**config.mk**
```make
export PLATFORM = sky130hd
export DESIGN_NAME = intr_ctl
export DESIGN_NICKNAME = d
export VERILOG_FILES = /design/src/rtl/intr_ctl.sv
export SDC_FILE = /design/constraint.sdc
export NUM_CORES = 1
export LEC_CHECK = 0
export CORE_MARGIN = 8
export CORE_UTILIZATION = 40
export DETAILED_ROUTE_END_ITERATION = 6
export GPL_TIMING_DRIVEN = 0
export PLACE_DENSITY = 0.77
export SLEW_MARGIN = 20
export SYNTH_ARGS = -nofsm -noshare
export SYNTH_HDL_FRONTEND = slang
export SYNTH_SLANG_ARGS = --single-unit
export TNS_END_PERCENT = 100
```
**constraint.sdc**
```tcl
create_clock -name clk -period 1.6 [get_ports clk]
set_input_delay 0.48 -clock clk [delete_from_list [all_inputs] [get_ports clk]]
set_output_delay 0.48 -clock clk [all_outputs]
set_load 0.005 [all_outputs]
```
**src/rtl/intr_ctl.sv**
```systemverilog
`default_nettype none
// ============================================================================
//  Module      : intr_ctl
//  Description : Memory-mapped interrupt controller. Sources are level or
//                rising-edge sensitive, have a fixed priority (index 0 is
//                highest) and use a claim/complete handshake that supports
//                nesting.
//  Revision    : 1.0 - initial release
// ============================================================================
module intr_ctl #(
    parameter int NUM_SRC = 8           // legal range 1..16
) (
    input  logic               clk,
    input  logic               reset,
    input  logic               select,
    input  logic [3:0]         wr,
    input  logic               rd,
    input  logic [1:0]         addr,
    input  logic [31:0]        data_in,
    output logic [31:0]        data_out,
    input  logic [NUM_SRC-1:0] src,
    output logic               irq
);

    localparam logic [1:0] ADDR_PENDING = 2'd0;
    localparam logic [1:0] ADDR_ENABLE  = 2'd1;
    localparam logic [1:0] ADDR_MODE    = 2'd2;
    localparam logic [1:0] ADDR_VECTOR  = 2'd3;

    // Architectural state
    logic [NUM_SRC-1:0] pending_q,    pending_d;
    logic [NUM_SRC-1:0] enable_q,     enable_d;
    logic [NUM_SRC-1:0] mode_q,       mode_d;
    logic [NUM_SRC-1:0] in_service_q, in_service_d;
    logic [NUM_SRC-1:0] src_prev_q;
    logic               irq_q;

    // Decode and derived values
    logic               bus_wr;
    logic               wr_pending;
    logic               wr_enable;
    logic               wr_mode;
    logic               wr_vector;
    logic               any_active;
    logic               claim;
    logic [NUM_SRC-1:0] active;
    logic [NUM_SRC-1:0] lane_mask;
    logic [NUM_SRC-1:0] wdata;
    logic [NUM_SRC-1:0] edge_set;
    logic [NUM_SRC-1:0] edge_clr;
    logic [NUM_SRC-1:0] claim_mask;
    logic [NUM_SRC-1:0] complete_mask;
    logic [3:0]         best;

    // Upper data bits only matter for widths beyond NUM_SRC; this sink keeps
    // the ignored bits from appearing as dangling inputs.
    logic unused_inputs;
    assign unused_inputs = ^data_in;

    assign bus_wr     = select & (|wr);
    assign wr_pending = bus_wr & (addr == ADDR_PENDING);
    assign wr_enable  = bus_wr & (addr == ADDR_ENABLE);
    assign wr_mode    = bus_wr & (addr == ADDR_MODE);
    assign wr_vector  = bus_wr & (addr == ADDR_VECTOR);

    assign wdata      = data_in[NUM_SRC-1:0];
    assign active     = pending_q & enable_q & ~in_service_q;
    assign any_active = |active;
    assign claim      = select & rd & (addr == ADDR_VECTOR) & any_active;
    assign edge_set   = src & ~src_prev_q;
    assign irq        = irq_q;

    // Byte-lane write mask: bits 7:0 follow wr[0], bits 15:8 follow wr[1]
    always_comb begin
        lane_mask = '0;
        for (int i = 0; i < NUM_SRC; i++) begin
            if (i < 8) lane_mask[i] = wr[0];
            else       lane_mask[i] = wr[1];
        end
    end

    // Fixed priority: lowest active index wins
    always_comb begin
        best = 4'd0;
        for (int i = NUM_SRC - 1; i >= 0; i--) begin
            if (active[i]) best = 4'(i);
        end
    end

    // One-hot masks for the claimed source and a valid completion
    always_comb begin
        claim_mask    = '0;
        complete_mask = '0;
        for (int i = 0; i < NUM_SRC; i++) begin
            claim_mask[i]    = claim & (best == 4'(i));
            // An id at or above NUM_SRC never matches any loop index, so it
            // falls out as an ignored completion.
            complete_mask[i] = wr_vector & (data_in[3:0] == 4'(i)) & in_service_q[i];
        end
    end

    // Next-state for pending, enable, mode and in-service sets
    always_comb begin
        edge_clr     = ({NUM_SRC{wr_pending}} & wdata) | complete_mask;
        enable_d     = enable_q;
        mode_d       = mode_q;
        pending_d    = pending_q;
        in_service_d = (in_service_q | claim_mask) & ~complete_mask;

        if (wr_enable) enable_d = (enable_q & ~lane_mask) | (wdata & lane_mask);
        if (wr_mode)   mode_d   = (mode_q   & ~lane_mask) | (wdata & lane_mask);

        for (int i = 0; i < NUM_SRC; i++) begin
            if (mode_q[i]) begin
                // Edge mode: a new edge beats a simultaneous clear
                pending_d[i] = edge_set[i] | (pending_q[i] & ~edge_clr[i]);
            end else begin
                // Level mode: pending simply mirrors the request line
                pending_d[i] = src[i];
            end
        end
    end

    // State registers with synchronous reset; irq is the registered OR of active
    always_ff @(posedge clk) begin
        if (reset) begin
            pending_q    <= '0;
            enable_q     <= '0;
            mode_q       <= '0;
            in_service_q <= '0;
            src_prev_q   <= '0;
            irq_q        <= 1'b0;
        end else begin
            pending_q    <= pending_d;
            enable_q     <= enable_d;
            mode_q       <= mode_d;
            in_service_q <= in_service_d;
            src_prev_q   <= src;
            irq_q        <= any_active;
        end
    end

    // Register read mux; bits above NUM_SRC read as zero
    always_comb begin
        data_out = 32'd0;
        case (addr)
            ADDR_PENDING: data_out = {{(32-NUM_SRC){1'b0}}, pending_q};
            ADDR_ENABLE:  data_out = {{(32-NUM_SRC){1'b0}}, enable_q};
            ADDR_MODE:    data_out = {{(32-NUM_SRC){1'b0}}, mode_q};
            ADDR_VECTOR:  data_out = {any_active, 27'd0, best};
            default:      data_out = 32'd0;
        endcase
    end

endmodule
`default_nettype wire
```
==> impl_metrics.json <==
{
  "outcome": "complete, but fails checks",
  "violations": "setup timing",
  "dpl_cell_area_sq_um": 2686,
  "crit_required_ns": 1.12,
  "fp.coreArea_sq_um": 5371,
  "seqCellArea_sq_um": 834.6,
  "avgSynthCellArea_sq_um": 8.276,
  "drive_gt1_share_pct": 33.52,
  "cts_made_buffers": 5,
  "cp_top_family": "simple AND/OR/NAND/NOR gates",
  "fmax_mhz": 471.9,
  "numPortBuffers": 33,
  "area_delta_synth_final_pct": 45.30,
  "period_minus_slack_ns": 2.119,
  "cp-start-kind": "flip-flop",
  "root_buffer": "clkbuf_8",
  "p_sw_share_pct": 24.13,
  "ios": 83,
  "grt_max_degree": 13,
  "cpPeakStageDelay_ns": 0.33,
  "grt_overflow": 0,
  "synth_area_leaders": "dfxtp_1 38%, nand2_1 9.9%, buf_4 8.3%, a21oi_1 6.7%, nor2b_1 5.5%",
  "reg2reg_slack_ns": -0.05,
  "clk_latency_ns": 0.30,
  "synth_top_area_share_pct": 37.85,
  "slew_violations": 0,
  "vias_per_cell": 5.185,
  "utilization_pct": 58.65,
  "grt_pass1_wl_microns": 10370,
  "p_switching_mw": 0.5582,
  "grt_usage_pct": 17.15,
  "dieArea_sq_um": 8033,
  "hold_ws_ns": 0.4788,
  "cp.arrival_ns": 1.64,
  "synthFlopType": "dfxtp_1",
  "synth_common_cells": "57 x nand2_1, 41 x dfxtp_1, 29 x a21oi_1",
  "vdd_drop_max_mv": 0.5017,
  "crit_path_max_fanout": 3,
  "hold_viol": 0,
  "yosysTopAreaCell": "dfxtp_1",
  "hold_depth": 2,
  "synth-edff-count": 0,
  "yosysMostFrequentCell": "nand2_1",
  "htree_levels": 2,
  "start_util_pct": 40.37,
  "postSynthRegisterBits": 41,
  "cts_tree": "built",
  "syn_area_sq_um": 2168,
  "crit_buf_inv": 1,
  "drc": 0,
  "rsz0062_at_grt": "true",
  "drtIter0Drc": 197,
  "p_comb_share_pct": 16.1,
  "p_clk_share_pct": 37.5,
  "cpMaxStageDelayCell": "dfxtp_2",
  "synthDistinctLibCells": 42,
  "finalSetupViolations": 12,
  "vias": 2183,
  "die_h_microns": 89.63,
  "yosys_warnings": 0,
  "rr_endpoint": "in_service_q[6]",
  "hold_class": "flip-flop to flip-flop",
  "antenna_cells": 0,
  "gp_congestion": 0.9394,
  "cts_hold_buf": 0,
  "die_w_microns": 89.63,
  "multi_input_area_sq_um": 1341,
  "clkTransAtPathRegs_ns": 0.08,
  "first_global_vias": 2090,
  "ant_nets": 0,
  "wire_per_inst_microns": 16.40,
  "max_cap_violations": 0,
  "synth-async-reset-ratio_pct": 0,
  "dr.pass1.iters": 4,
  "p_int_mw": 1.755,
  "crit_type": "flip-flop to output port",
  "antenna_found_initial": 0,
  "rr_worst_depth": 5,
  "dp_worst_setup_slack_ns": -0.7438,
  "fin_nets": 398,
  "path_cells": "and3b_2, a31oi_4, nor2b_4, nor3_2, o32a_1, buf_2",
  "num_rows": 27,
  "worst_slack_ns": -0.5190,
  "syn_inst": 262,
  "r2r-start": "in_service_q[1]",
  "p_per_area_nw_per_um2": 734.2,
  "finClkSkew_ns": 0.01147,
  "wirelength_microns": 6904,
  "power_frac_seq_pct": 46.4,
  "period_share_pct": 132.4,
  "final_area_sq_um": 3151,
  "dp_hpwl_microns": 4285,
  "cts_max_path_buffers": 2,
  "cp-end-kind": "output port",
  "yosysSeqAreaShare_pct": 37.85,
  "p_leak_nw": 1.370,
  "clock-sinks": 41,
  "fillCellCount": 503
}
## power groups by stage
stage | clock network, mW | logic (mW) | registers (mW)
2_1_floorplan | 0 | 0.177 | 1.09
3_3_place_gp | 0 | 0.308 | 1.09
3_5_place_dp | 0 | 0.311 | 1.10
4_1_cts | 0.874 | 0.342 | 1.07
5_1_grt | 0.925 | 0.400 | 1.08
6_report | 0.867 | 0.373 | 1.07
## per-stage QoR
step / power [mW] / instances / TNS [ns]
finish: 2.313 / 421 / -2.517
global route: 2.402 / 421 / -3.135
CTS: 2.289 / 415 / -1.875
detailed placement: 1.406 / 389 / -26.87
global placement: 1.402 / 389 / -26.43
floorplan: 1.267 / 284 / -0.01018
## worst min-delay path, stage by stage (launching register included)
cell	delay, ns
dfxtp_1	0.32
nand2_1	0.06
a21oi_1	0.05
## cell families after synthesis
group | Yosys count | synth area share (%)
buffers and inverters | 37 | 11.08
other | 1 | 0.1729
multiplexers | 6 | 2.770
flip-flops | 41 | 37.85
AO/OA/AOI/OAI | 67 | 20.08
AND/OR/NAND/NOR | 110 | 28.04
## how the worst max path moves through the flow
stage / from / end / depth (start not counted)
after floorplan: in_service_q[3] / data_out[0] / 5
after global placement: pending_q[3] / data_out[0] / 6
after detailed placement: reset / flip-flop / 4
after CTS: pending_q[3] / data_out[0] / 6
after global routing: flip-flop / data_out[0] / 6
final: pending_q[7] / data_out[2] / 6
## what timing repair did
item,in CTS,in global routing
buffers inserted,19,6
gates resized for setup,96,23
endpoints found under the setup margin,41,32
pin swaps,16,8
## per-layer routing
metal / vias up / share of wire, % / global-route usage [%]
met2: 115 / 47 / 27.47
met1: 999 / 38 / 20.91
met5: - / 0 / 0
li1: 1051 / - / -
met3: 18 / 12 / 4.550
met4: 0 / 2.7 / 7.855
## cells in the final DEF, fill, tap and decap left out, types with 3 or more instances in the layout
cell / n
a21oi_1: 27
a22o_1: 9
a31oi_1: 6
a31oi_4: 3
buf_12: 4
buf_2: 11
buf_4: 46
buf_6: 3
clkbuf_8: 6
clkdlybuf4s50_1: 13
conb_1: 23
dfxtp_1: 30
dfxtp_2: 11
dlygate4sd2_1: 7
inv_1: 4
mux2i_1: 6
nand2_1: 55
nand2_4: 3
nand3b_1: 6
nor2_1: 4
nor2b_1: 16
nor4_4: 3
o21ai_1: 3
o21ai_2: 3
## final cells by class
class,instances,share of cell area (%)
repair buffers,58,15.13
multi-input cells,206,42.57
well taps,72,2.859
clock buffers,7,2.740
flip-flops and latches,41,26.49
plain buffers,32,8.777
inverters,4,0.4766
clock inverters,1,0.9531
No activity file was read; power rests on OpenSTA's default activity.
